<file path="src/rtl/axi4_lite_pkg.sv">
// Shared AXI4-Lite types: response codes and the slave-bus FSM state encoding.
package axi4_lite_pkg;

    typedef enum logic [1:0] {
        OKAY   = 2'b00,
        EXOKAY = 2'b01,
        SLVERR = 2'b10,
        DECERR = 2'b11
    } resp_t;

    typedef logic [1:0] state_t;

    localparam state_t ST_IDLE   = 2'd0;
    localparam state_t ST_ACCESS = 2'd1;
    localparam state_t ST_WRESP  = 2'd2;
    localparam state_t ST_RRESP  = 2'd3;

endpackage

</file>
<file path="src/rtl/axi4_lite_if.sv">
// Project AXI4-Lite interface; 's' is the slave view, 'm' the master view.
interface axi4_lite_if #(
    parameter int AW = 32,
    parameter int DW = 32
) (
    input logic ACLK,
    input logic ARESETn
);
    localparam int SW = DW / 8;

    logic [AW-1:0] AWADDR;
    logic [2:0]    AWPROT;
    logic          AWVALID;
    logic          AWREADY;
    logic [DW-1:0] WDATA;
    logic [SW-1:0] WSTRB;
    logic          WVALID;
    logic          WREADY;
    logic [1:0]    BRESP;
    logic          BVALID;
    logic          BREADY;
    logic [AW-1:0] ARADDR;
    logic [2:0]    ARPROT;
    logic          ARVALID;
    logic          ARREADY;
    logic [DW-1:0] RDATA;
    logic [1:0]    RRESP;
    logic          RVALID;
    logic          RREADY;

    modport s (
        input  AWADDR, AWPROT, AWVALID, output AWREADY,
        input  WDATA, WSTRB, WVALID,    output WREADY,
        output BRESP, BVALID,           input  BREADY,
        input  ARADDR, ARPROT, ARVALID, output ARREADY,
        output RDATA, RRESP, RVALID,    input  RREADY
    );

    modport m (
        input  ACLK, ARESETn,
        output AWADDR, AWPROT, AWVALID, input  AWREADY,
        output WDATA, WSTRB, WVALID,    input  WREADY,
        input  BRESP, BVALID,           output BREADY,
        output ARADDR, ARPROT, ARVALID, input  ARREADY,
        input  RDATA, RRESP, RVALID,    output RREADY
    );

endinterface

</file>
<file path="src/rtl/axi4_lite_slave_bus.sv">
// AXI4-Lite slave to single-outstanding strobe/ack register bus, round-robin R/W.
// Optional access timeout enabled by defining AXI4_LITE_SLAVE_BUS_TIMEOUT_EN.
module axi4_lite_slave_bus
    import axi4_lite_pkg::*;
#(
    parameter int AW      = 32,
    parameter int DW      = 32,
    parameter int SW      = DW / 8,
    parameter int TIMEOUT = 255
) (
    input  logic          ACLK,
    input  logic          ARESETn,
    axi4_lite_if.s        axi,
    output logic          bus_wen,
    output logic          bus_ren,
    output logic [AW-1:0] bus_addr,
    output logic [DW-1:0] bus_wdata,
    output logic [SW-1:0] bus_sel,
    input  logic [DW-1:0] bus_rdata,
    input  logic          bus_ack,
    input  logic          bus_err
);

    state_t state;
    logic   last_rd;
    logic   is_wr;
    logic   wr_pend, rd_pend, pick_wr, pick_rd;
    logic   done, fail;
    logic   unused_prot;

    assign unused_prot = ^{axi.AWPROT, axi.ARPROT};

    // A write needs both AW and W present; ties go to the type not served last.
    assign wr_pend = axi.AWVALID & axi.WVALID;
    assign rd_pend = axi.ARVALID;
    assign pick_wr = wr_pend & (~rd_pend | last_rd);
    assign pick_rd = rd_pend & ~pick_wr;

`ifdef AXI4_LITE_SLAVE_BUS_TIMEOUT_EN
    localparam int CW = $clog2(TIMEOUT + 1);
    logic [CW-1:0] tcnt;
    logic          expired;

    assign expired = (tcnt == CW'(TIMEOUT - 1));
    assign done    = bus_ack | bus_err | expired;
    assign fail    = bus_err | (expired & ~bus_ack);

    always_ff @(posedge ACLK or negedge ARESETn) begin
        if (!ARESETn)
            tcnt <= '0;
        else if (state != ST_ACCESS)
            tcnt <= '0;
        else if (!(bus_ack | bus_err))
            tcnt <= tcnt + 1'b1;
    end
`else
    localparam int unused_timeout = TIMEOUT;
    assign done = bus_ack | bus_err;
    assign fail = bus_err;
`endif

    always_ff @(posedge ACLK or negedge ARESETn) begin
        if (!ARESETn) begin
            state       <= ST_IDLE;
            last_rd     <= 1'b1;
            is_wr       <= 1'b0;
            axi.AWREADY <= 1'b0;
            axi.WREADY  <= 1'b0;
            axi.ARREADY <= 1'b0;
            axi.BVALID  <= 1'b0;
            axi.BRESP   <= OKAY;
            axi.RVALID  <= 1'b0;
            axi.RRESP   <= OKAY;
            axi.RDATA   <= '0;
            bus_wen     <= 1'b0;
            bus_ren     <= 1'b0;
            bus_addr    <= '0;
            bus_wdata   <= '0;
            bus_sel     <= '0;
        end else begin
            // READY and strobes are one-cycle pulses in the first ACCESS cycle.
            axi.AWREADY <= 1'b0;
            axi.WREADY  <= 1'b0;
            axi.ARREADY <= 1'b0;
            bus_wen     <= 1'b0;
            bus_ren     <= 1'b0;
            case (state)
                ST_IDLE: begin
                    if (pick_wr) begin
                        bus_addr    <= axi.AWADDR;
                        bus_wdata   <= axi.WDATA;
                        bus_sel     <= axi.WSTRB;
                        is_wr       <= 1'b1;
                        last_rd     <= 1'b0;
                        axi.AWREADY <= 1'b1;
                        axi.WREADY  <= 1'b1;
                        bus_wen     <= 1'b1;
                        state       <= ST_ACCESS;
                    end else if (pick_rd) begin
                        bus_addr    <= axi.ARADDR;
                        bus_sel     <= '1;
                        is_wr       <= 1'b0;
                        last_rd     <= 1'b1;
                        axi.ARREADY <= 1'b1;
                        bus_ren     <= 1'b1;
                        state       <= ST_ACCESS;
                    end
                end
                ST_ACCESS: begin
                    if (done) begin
                        if (is_wr) begin
                            axi.BVALID <= 1'b1;
                            axi.BRESP  <= fail ? SLVERR : OKAY;
                            state      <= ST_WRESP;
                        end else begin
                            axi.RVALID <= 1'b1;
                            axi.RRESP  <= fail ? SLVERR : OKAY;
                            axi.RDATA  <= fail ? '0 : bus_rdata;
                            state      <= ST_RRESP;
                        end
                    end
                end
                ST_WRESP: begin
                    if (axi.BREADY) begin
                        axi.BVALID <= 1'b0;
                        state      <= ST_IDLE;
                    end
                end
                ST_RRESP: begin
                    if (axi.RREADY) begin
                        axi.RVALID <= 1'b0;
                        state      <= ST_IDLE;
                    end
                end
                default: state <= ST_IDLE;
            endcase
        end
    end

endmodule

</file>
<file path="src/flat_wrapper.sv">
// flat-port wrapper written by rule: the top's interface ports become plain ports
module axi4_lite_slave_bus_flat import axi4_lite_pkg::*;
#(
    parameter int AW      = 32,
    parameter int DW      = 32,
    parameter int SW      = DW / 8,
    parameter int TIMEOUT = 255
)
  (ACLK, ARESETn, bus_wen, bus_ren, bus_addr, bus_wdata, bus_sel, bus_rdata, bus_ack, bus_err, axi_AWADDR, axi_AWPROT, axi_AWVALID, axi_AWREADY, axi_WDATA, axi_WSTRB, axi_WVALID, axi_WREADY, axi_BRESP, axi_BVALID, axi_BREADY, axi_ARADDR, axi_ARPROT, axi_ARVALID, axi_ARREADY, axi_RDATA, axi_RRESP, axi_RVALID, axi_RREADY);
  axi4_lite_if #(.AW(AW), .DW(DW)) axi_i (.ACLK(ACLK), .ARESETn(ARESETn));
  input  logic ACLK;
  input  logic ARESETn;
  output logic bus_wen;
  output logic bus_ren;
  output logic [AW-1:0] bus_addr;
  output logic [DW-1:0] bus_wdata;
  output logic [SW-1:0] bus_sel;
  input  logic [DW-1:0] bus_rdata;
  input  logic bus_ack;
  input  logic bus_err;
  input wire logic [$bits(axi_i.AWADDR)-1:0] axi_AWADDR;
  input wire logic [$bits(axi_i.AWPROT)-1:0] axi_AWPROT;
  input wire logic [$bits(axi_i.AWVALID)-1:0] axi_AWVALID;
  output wire logic [$bits(axi_i.AWREADY)-1:0] axi_AWREADY;
  input wire logic [$bits(axi_i.WDATA)-1:0] axi_WDATA;
  input wire logic [$bits(axi_i.WSTRB)-1:0] axi_WSTRB;
  input wire logic [$bits(axi_i.WVALID)-1:0] axi_WVALID;
  output wire logic [$bits(axi_i.WREADY)-1:0] axi_WREADY;
  output wire logic [$bits(axi_i.BRESP)-1:0] axi_BRESP;
  output wire logic [$bits(axi_i.BVALID)-1:0] axi_BVALID;
  input wire logic [$bits(axi_i.BREADY)-1:0] axi_BREADY;
  input wire logic [$bits(axi_i.ARADDR)-1:0] axi_ARADDR;
  input wire logic [$bits(axi_i.ARPROT)-1:0] axi_ARPROT;
  input wire logic [$bits(axi_i.ARVALID)-1:0] axi_ARVALID;
  output wire logic [$bits(axi_i.ARREADY)-1:0] axi_ARREADY;
  output wire logic [$bits(axi_i.RDATA)-1:0] axi_RDATA;
  output wire logic [$bits(axi_i.RRESP)-1:0] axi_RRESP;
  output wire logic [$bits(axi_i.RVALID)-1:0] axi_RVALID;
  input wire logic [$bits(axi_i.RREADY)-1:0] axi_RREADY;
  assign axi_i.AWADDR = axi_AWADDR;
  assign axi_i.AWPROT = axi_AWPROT;
  assign axi_i.AWVALID = axi_AWVALID;
  assign axi_AWREADY = axi_i.AWREADY;
  assign axi_i.WDATA = axi_WDATA;
  assign axi_i.WSTRB = axi_WSTRB;
  assign axi_i.WVALID = axi_WVALID;
  assign axi_WREADY = axi_i.WREADY;
  assign axi_BRESP = axi_i.BRESP;
  assign axi_BVALID = axi_i.BVALID;
  assign axi_i.BREADY = axi_BREADY;
  assign axi_i.ARADDR = axi_ARADDR;
  assign axi_i.ARPROT = axi_ARPROT;
  assign axi_i.ARVALID = axi_ARVALID;
  assign axi_ARREADY = axi_i.ARREADY;
  assign axi_RDATA = axi_i.RDATA;
  assign axi_RRESP = axi_i.RRESP;
  assign axi_RVALID = axi_i.RVALID;
  assign axi_i.RREADY = axi_RREADY;
  axi4_lite_slave_bus #(.AW(AW), .DW(DW), .SW(SW), .TIMEOUT(TIMEOUT)) u_core (.ACLK(ACLK), .ARESETn(ARESETn), .axi(axi_i), .bus_wen(bus_wen), .bus_ren(bus_ren), .bus_addr(bus_addr), .bus_wdata(bus_wdata), .bus_sel(bus_sel), .bus_rdata(bus_rdata), .bus_ack(bus_ack), .bus_err(bus_err));
endmodule
</file>
<file path="config.mk">
export PLATFORM = sky130hd
export DESIGN_NAME = axi4_lite_slave_bus_flat
export DESIGN_NICKNAME = d
export VERILOG_FILES = /design/src/rtl/axi4_lite_pkg.sv /design/src/rtl/axi4_lite_if.sv /design/src/rtl/axi4_lite_slave_bus.sv /design/src/flat_wrapper.sv
export SDC_FILE = /design/constraint.sdc
export NUM_CORES = 1
export LEC_CHECK = 0
export CAP_MARGIN = 20
export CELL_PAD_IN_SITES_DETAIL_PLACEMENT = 1
export CELL_PAD_IN_SITES_GLOBAL_PLACEMENT = 1
export CORE_MARGIN = 5
export CORE_UTILIZATION = 32
export DETAILED_ROUTE_END_ITERATION = 7
export PLACE_DENSITY_LB_ADDON = 0.1
export SKIP_CTS_REPAIR_TIMING = 1
export SLEW_MARGIN = 0
export SYNTH_ARGS = -nofsm -noshare
export SYNTH_HDL_FRONTEND = slang
export SYNTH_SLANG_ARGS = --single-unit
</file>
<file path="constraint.sdc">
create_clock -name ACLK -period 5 [get_ports ACLK]
set_input_delay 1 -clock ACLK [delete_from_list [all_inputs] [get_ports ACLK]]
set_output_delay 1 -clock ACLK [all_outputs]
set_load 0.005 [all_outputs]
</file>
# After elaboration in Yosys (flattened, before gate mapping)
# Cells that the tools add are included.
[word_totals]
out_inout_bits = 111
elab_cells = 71
ff_bits = 112
input_bits = 147
[classes]
reduce_logical = 11
n_bitwise = 8
muxes = 30
eq_ne = 9
[ops]
columns = ["operator", "count"]
rows = [
  ["32-bit two-way mux", 3],
  ["1-bit two-way mux", 16],
  ["2-bit two-way mux", 6],
  ["4-bit AND reduction", 3],
  ["4-bit two-way mux", 2],
  ["2-bit one-hot mux with 4 select lines", 1],
  ["2-bit != test, second input constant", 3],
  ["3-bit AND reduction", 2],
  ["2-bit nonzero test", 3],
  ["2-bit == test, second input constant", 2],
  ["2-bit by 1-bit != test with 1-bit output, second input constant", 2],
  ["1-bit one-hot mux with 2 select lines", 2],
  ["2-bit AND reduction", 2],
  ["1-bit AND", 3],
  ["3-bit by 1-bit != test with 1-bit output, second input constant", 1],
  ["1-bit NOT", 3],
  ["2-bit by 1-bit == test with 1-bit output, second input constant", 1],
  ["2-bit zero test", 1],
  ["1-bit bitwise OR", 2],
]

# Depth between registers and ports, before layout
# Gate-level depths: netlist (run 1).
[logic_depth]
word_depth = 8
depth_mapped = 6
ltp_nobuf = 4

# Worst setup path before layout (run 1)
# Ideal clock, no wire load.
[synth_timing]
kind = "in2reg"
from = "input axi_AWVALID"
to = "register u_core.bus_wdata[11]"
path_stages = 5
t_arrival_ns = 1.919
path_buffers = 1
setup_slack_ns = 2.956
required_ns = 4.875
setup_time_ns = 0.125
path_cell_list = "and2_1 nand3_2 inv_2 buf_6 mux2_2"
[synth_via]
elab_chain_len = 3
[synth_rtl]
columns = ["element", "line", "text"]
rows = [
  ["start: declaration", "flat_wrapper.sv:23", "input wire logic [$bits(axi_i.AWVALID)-1:0] axi_AWVALID;"],
  ["1-bit AND", "axi4_lite_slave_bus.sv:34", "assign wr_pend = axi.AWVALID & axi.WVALID;"],
  ["1-bit AND", "axi4_lite_slave_bus.sv:36", "assign pick_wr = wr_pend & (~rd_pend | last_rd);"],
  ["2-bit AND reduction (no source line)", "-", ""],
  ["end signal: assignment", "axi4_lite_slave_bus.sv:91", "bus_wdata <= axi.WDATA;"],
  ["end: declaration", "axi4_lite_slave_bus.sv:17", "output logic [DW-1:0] bus_wdata,"],
]
# Every way passes these cells.
# A chain may end at the register's enable or synchronous reset.

# Final worst setup path (run 1)
[layout_timing]
from = "input bus_err"
to = "register u_core.axi.RDATA[19]"
[layout_via]
elab_chain_len = 2
word_cells_on_any_way = 3
classes_between = "1 x mux; 1 x bitwise; 1 x reduce/logical"
[layout_rtl]
columns = ["element", "line", "text"]
rows = [
  ["start: declaration", "flat_wrapper.sv:20", "input logic bus_err;"],
  ["1-bit bitwise OR", "axi4_lite_slave_bus.sv:58", "assign done = bus_ack | bus_err;"],
  ["3-bit AND reduction (no source line)", "-", ""],
  ["end signal: assignment", "axi4_lite_slave_bus.sv:118", "axi.RDATA <= fail ? '0 : bus_rdata;"],
  ["end: declaration", "axi4_lite_if.sv:36", "output RDATA, RRESP, RVALID, input RREADY"],
]
# Parallel ways exist; a longest one is shown, timed or not.

==> flow_summary_export.csv, run 1 <==
group,metric,value,unit
run_status,outcome,"finished, final reports clean",
timing,worst_slew_pin_slew,1.00,ns
clock_network,clockBufferDepth,2,
placement,gp_congestion,0.769,
worst_setup_path,cp.arrival,3.42,ns
timing,tns,0,ns
worst_setup_path,cpPeakStageDelay,0.70,ns
min_path,hp-class,"reg -> reg",
timing,hold_viol,0,
placement,io_buffers,249,
worst_setup_path,criticalPathCategory,"in -> reg",
route,vias_per_cell,4.97,
floorplan,die_y,133,microns
floorplan,io_pins,258,
final_layout,areaGrowthSynthToFinish,59.8,%
pwr,p_leak,3.23,nW
timing,min_period,3.19,ns
synthesis,synth_top_area_cell,"dfrtp_1",
floorplan,core_area,0.0151,sq mm
min_path,holdPathEnd,"u_core.bus_wdata[22]",
timing,finalSetupViolations,0,
grt,grt_start_max_net_pins,69,
route,drtIter0Drc,155,
pwr,ir_worst_vdd,0.199,mV
clock_network,cts_root_buf,"clkbuf_16",
worst_setup_path,worstReg2RegStart,"u_core.state[1]",
worst_setup_path,end_kind,"flip-flop",
pwr,pwr-share-clk,18.3,%
route,drc,0,
grt,grt_pass1_vias,4350,
clock_network,cts.sink_count,110,
final_layout,antenna_cells,0,
synthesis,synth_cell_types,37,
worst_setup_path,rr_worst_depth,5,
worst_setup_path,reg2reg_setup_slack,2.14,ns
clock_network,htreeDepth,3,
route,ant_nets,0,
clock_network,cts_made_buffers,9,
timing,post-route-period-util,63.7,%
grt,grt_usage,17.4,%
route,route.vias.total,3888,
route,first_pass_iters,4,
worst_setup_path,required,5.23,ns
grt,gr-total-overflow,0,
pwr,internal-power,0.00300,W
timing,rsz0062_at_grt,"no",
worst_setup_path,crit_path_max_fanout,36,
synthesis,synthCells,352,
synthesis,yosysSeqAreaShare,56.5,%
pwr,p_comb_share,45.2,%
worst_setup_path,start_kind,"primary input",
grt,antenna_found_initial,0,
worst_setup_path,r2r_end,"u_core.bus_addr[26]",
clock_network,path_clk_slew,0.08,ns
pwr,p_seq_share,36.5,%
worst_setup_path,cp_slowest_cell,"nor2b_4",
synthesis,ys_ff_latch,110,
clock_network,tritoncts,"built",
final_layout,drive_above_1_share,14.1,%
placement,dp.cells,766,
clock_network,clkLatencyLatePin,0.35,ns
synthesis,yosys_warnings,0,
timing,fin_skew,0.00911,ns
route,wl,15700,microns
synthesis,synth_top_area_share,56.0,%
final_layout,nNetsFinal,738,
floorplan,die_area,0.0178,sq mm
worst_setup_path,crit_chain,"clkdlybuf4s50_1, buf_4, nor2_1, nor2b_4, buf_4, mux2_4",
timing,slew_viol_final,0,
worst_setup_path,critPathTopFamily,"buffers and inverters",
synthesis,synth.avg_cell_area,13.8,sq um
min_path,hold_path_depth,1,
timing,relSlewSlack,33.0,%
pwr,p_sw_share,29.1,%
route,wl_per_cell,20.0,microns
pwr,powerDensity,543,mW/mm^2
pwr,switching_power,0.00123,W
placement,hpwl,11400,microns
flow_run,maxCapViolations,0,
worst_setup_path,cp_common_cell,"buf_4",
timing,max_freq,314,MHz
floorplan,die_x,133,microns
min_path,hold_path.startpoint,"u_core.bus_wdata[22]",
worst_setup_path,cp.depth,6,
final_layout,instances_no_fill,783,
worst_setup_path,path_buf_inv,3,
synthesis,synth.area.top_cells,"dfrtp_1, mux2_4, a221o_1",
synthesis,syn_area,0.00487,sq mm
floorplan,num_rows,45,
floorplan,start_util,32.3,%
grt,grt_pass1_wl,24500,microns
final_layout,fillers,1564,
worst max path at each step:
stage          slack (ns)              endpoint        start
6_report             1.81  u_core.axi.RDATA[19]      bus_err
5_1_grt              1.66  u_core.axi.RDATA[19]      bus_err
3_3_place_gp         1.40  u_core.axi.RDATA[11]      bus_err
3_5_place_dp         1.40  u_core.axi.RDATA[11]      bus_err
4_1_cts              1.79  u_core.axi.RDATA[11]      bus_err
2_1_floorplan        2.96  u_core.bus_wdata[11]  axi_AWVALID
cell type report:
type	count	area [sq um]	share of cell area [%]
well taps	188	235	3.02
repair buffers	257	2590	33.3
inverters	2	7.51	0.0964
clock inverters	6	87.6	1.12
flip-flops and latches	110	2750	35.4
clock buffers	9	225	2.89
multi-input cells	211	1890	24.2
sequential cells by signal, summed over array words and instances, names as in the netlist:
signal,flops
u_core.axi.RVALID,1
u_core.bus_addr,32
u_core.axi.BRESP,1
u_core.bus_sel,4
u_core.last_rd,1
u_core.bus_wdata,32
u_core.bus_ren,1
u_core.axi.RDATA,32
u_core.axi.RRESP,1
u_core.state,2
u_core.bus_wen,1
u_core.is_wr,1
u_core.axi.BVALID,1
placed cells by master (no fill, tap or decap), types with 2 or more instances in the layout:
master	n
o22a_1	3
clkinvlp_4	3
nor2b_1	35
buf_16	2
a21o_1	3
buf_4	7
nand2_1	6
clkbuf_16	9
a21boi_0	28
mux2_4	29
a31oi_1	4
a21oi_1	6
bufinv_16	2
dfrtp_1	109
a221o_1	28
mux2_1	11
nand3_1	7
mux2_2	24
conb_1	2
and2_1	2
clkdlybuf4s50_1	248
o21ai_0	9
nor2_1	2
synth_stat cells:
cell type and count:
nor2b_4 1, and3_1 1, a21oi_1 6, nand2_1 6
mux2_1 11, inv_2 1, buf_6 5, dfrtp_1 109
a21o_1 3, buf_12 3, mux2_2 24, nor2b_1 35
o21a_1 1, o21ba_2 1, a22o_1 1, dfstp_2 1
mux2_4 29, and2_1 2, a221o_1 28, conb_1 1
nor2_1 2, nor2_4 1, buf_2 6, a21boi_0 28
o21ai_0 9, nand3_1 7, a31oi_1 4, nand2b_1 1
buf_4 6, nor3b_4 1, nor3_1 1, o22ai_1 1
clkbuf_1 10, inv_1 1, o22a_1 3, nand3_2 1
a32o_1 1
layer usage:
| metal | track usage [%] | vias to the layer above | routed length, microns |
|---|---|---|---|
| li1 | - | 1739 | - |
| met1 | 21.3 | 1974 | 6460 |
| met2 | 29.0 | 153 | 7810 |
| met3 | 5.70 | 22 | 1160 |
| met4 | 5.71 | 0 | 249 |
| met5 | 0 | - | 0 |
power by group through the flow:
stage	clock [W]	sequential (W)	combinational [W]
after floorplan	0	0.00154	0.000856
after global placement	0	0.00153	0.00188
after detailed placement	0	0.00155	0.00192
after CTS	0.000795	0.00155	0.00193
after global routing	0.000826	0.00160	0.00205
final	0.000775	0.00154	0.00191
cell families after synthesis:
group                  count (synthesis)  share of synthesized area [%]
AND/OR/NAND/NOR                       59                           7.55
buffers and inverters                 32                           4.85
flip-flops                           110                           56.5
other                                  1                         0.0769
multiplexers                          64                           17.0
AO/OA/AOI/OAI                         86                           14.0
metrics by stage:
stage / hold WS (ns) / setup WS (ns) / area [sq um] / total power, W / utilization, %
5_1_grt: 0.507 / 1.66 / 7790 / 0.00447 / 51.6
2_1_floorplan: 0.483 / 2.96 / 4880 / 0.00239 / -
6_report: 0.484 / 1.81 / 7790 / 0.00423 / 51.6
3_3_place_gp: 0.468 / 1.40 / 7420 / 0.00342 / 49.2
3_5_place_dp: 0.474 / 1.40 / 7420 / 0.00347 / 49.2
4_1_cts: 0.491 / 1.79 / 7730 / 0.00427 / 51.2
Note: power is estimated with default switching activity, not from simulation.
==> run 2, diff against run 1 <==
- CORE_UTILIZATION: 32 -> 30
- clock period: 5 -> 3 ns (I/O delays scaled with it)
==> flow_summary_export.csv, run 2 (synthesis gave the netlist of run 1 again) <==
group,metric,value,unit
run_status,outcome,"finished, final reports clean",
timing,max_freq,452,MHz
grt,grt_start_max_net_pins,59,
clock_network,cts_root_buf,"clkbuf_16",
route,ant_nets,0,
floorplan,die_area,0.0189,sq mm
route,first_pass_iters,4,
worst_setup_path,crit_path_max_fanout,55,
worst_setup_path,r2r_end,"u_core.bus_addr[19]",
pwr,p_seq_share,36.3,%
final_layout,areaGrowthSynthToFinish,60.6,%
worst_setup_path,end_kind,"flip-flop",
route,drtIter0Drc,107,
grt,antenna_found_initial,0,
timing,tns,0,ns
placement,io_buffers,249,
pwr,p_comb_share,45.1,%
final_layout,antenna_cells,0,
worst_setup_path,start_kind,"primary input",
worst_setup_path,critPathCapture,"u_core.bus_wdata[0]",
timing,finalSetupViolations,0,
worst_setup_path,worstReg2RegStart,"u_core.state[1]",
timing,slew_viol_final,0,
clock_network,cts_made_buffers,9,
clock_network,path_clk_slew,0.08,ns
placement,hpwl,11900,microns
min_path,hp-class,"in -> async",
floorplan,start_util,30.7,%
worst_setup_path,criticalPathCategory,"in -> reg",
floorplan,die_x,137,microns
final_layout,nNetsFinal,738,
timing,fin_skew,0.00617,ns
worst_setup_path,reg2reg_setup_slack,0.86,ns
timing,hold_slack,0.270,ns
route,drc,0,
grt,grt_pass1_wl,24200,microns
route,wl,15900,microns
floorplan,num_rows,46,
worst_setup_path,cp.arrival,2.45,ns
timing,min_period,2.21,ns
final_layout,layout_commonest_cell,"clkdlybuf4s50_1",
pwr,pwr-share-clk,18.6,%
timing,worst_slew_pin_slew,0.695,ns
floorplan,die_y,137,microns
pwr,ir_worst_vdd,0.321,mV
route,wl_per_cell,19.6,microns
route,vias_per_cell,4.71,
final_layout,top_regs,"u_core.axi.RDATA (32), u_core.bus_addr (32), u_core.bus_wdata (32)",
pwr,internal-power,0.00501,W
timing,relSlewSlack,53.7,%
timing,rsz0062_at_grt,"no",
floorplan,core_area,0.0159,sq mm
timing,hold_viol,0,
placement,gp_congestion,0.785,
clock_network,tritoncts,"built",
pwr,switching_power,0.00208,W
clock_network,clkLatencyLatePin,0.35,ns
flow_run,maxCapViolations,0,
timing,post-route-period-util,73.8,%
clock_network,htreeDepth,3,
pwr,p_leak,3.24,nW
floorplan,io_pins,258,
worst_setup_path,required,3.24,ns
final_layout,final_cell_mix,"clkdlybuf4s50_1, dfrtp_1, nor2b_1, mux2_4",
grt,gr-total-overflow,0,
worst_setup_path,critPathLaunch,"axi_AWVALID",
pwr,p_sw_share,29.3,%
pwr,powerDensity,905,mW/mm^2
clock_network,clockBufferDepth,2,
grt,grt_usage,16.7,%
route,route.vias.total,3823,
final_layout,drive_above_1_share,14.3,%
worst_setup_path,rr_worst_depth,5,
grt,grt_pass1_vias,4465,
clock_network,cts.sink_count,110,
run 2: cell types whose count changed in the layout (fill, tap and decap cells not counted), sizes merged:
cell,before,now
clkinv,1,3
clkinvlp,3,0
inv,2,4
run 2: area by class of cell:
cell class	instances	area (sq um)
multi-input combinational	211	1890
sequential	110	2750
tap	216	270
clock inverter	7	96.3
fill	1671	8060
clock buffer	9	225
inverter	2	7.51
timing repair buffer	257	2590
run 2: worst max-delay path: stages:
cell and delay, ns:
clkdlybuf4s50_1 0.51, and2_1 0.25, nand3_2 0.17, inv_2 0.20
buf_12 0.29, mux2_2 0.38
run 2: worst min path at each step:
stage / end / cells past startpoint / slack (ns) / start
3_5_place_dp: u_core.bus_wdata[12] / 1 / 0.48 / u_core.bus_wdata[12]
3_3_place_gp: u_core.bus_wdata[30] / 1 / 0.47 / u_core.bus_wdata[30]
5_1_grt: u_core.bus_sel[3] / 1 / 0.33 / ARESETn
2_1_floorplan: u_core.axi.BRESP[1] / 0 / 0.30 / ARESETn
4_1_cts: u_core.bus_sel[3] / 1 / 0.29 / ARESETn
6_report: u_core.bus_sel[3] / 1 / 0.27 / ARESETn
run 2: per-stage QoR:
step	util [%]	instances	setup slack, ns	area [sq um]	power, W
after floorplan	-	353	1.36	4880	0.00399
after global placement	47.3	796	0.477	7510	0.00573
after detailed placement	47.3	796	0.420	7510	0.00584
after CTS	49.3	812	0.810	7830	0.00721
after global routing	49.3	812	0.698	7830	0.00751
final	49.3	812	0.787	7830	0.00709
run 2: layer usage:
layer / wire length (microns) / track usage [%] / up-vias
met5: 0 / 0 / -
met2: 7700 / 27.3 / 152
met1: 6420 / 20.0 / 1900
li1: - / - / 1746
met3: 1410 / 6.21 / 25
met4: 400 / 6.71 / 0
run 2: power groups by stage:
| stage | combinational, W | sequential, W | clock [W] |
|---|---|---|---|
| global placement | 0.00317 | 0.00256 | 0 |
| CTS | 0.00326 | 0.00258 | 0.00136 |
| global route | 0.00341 | 0.00267 | 0.00142 |
| floorplan | 0.00143 | 0.00256 | 0 |
| detailed placement | 0.00325 | 0.00259 | 0 |
| finish | 0.00319 | 0.00257 | 0.00132 |
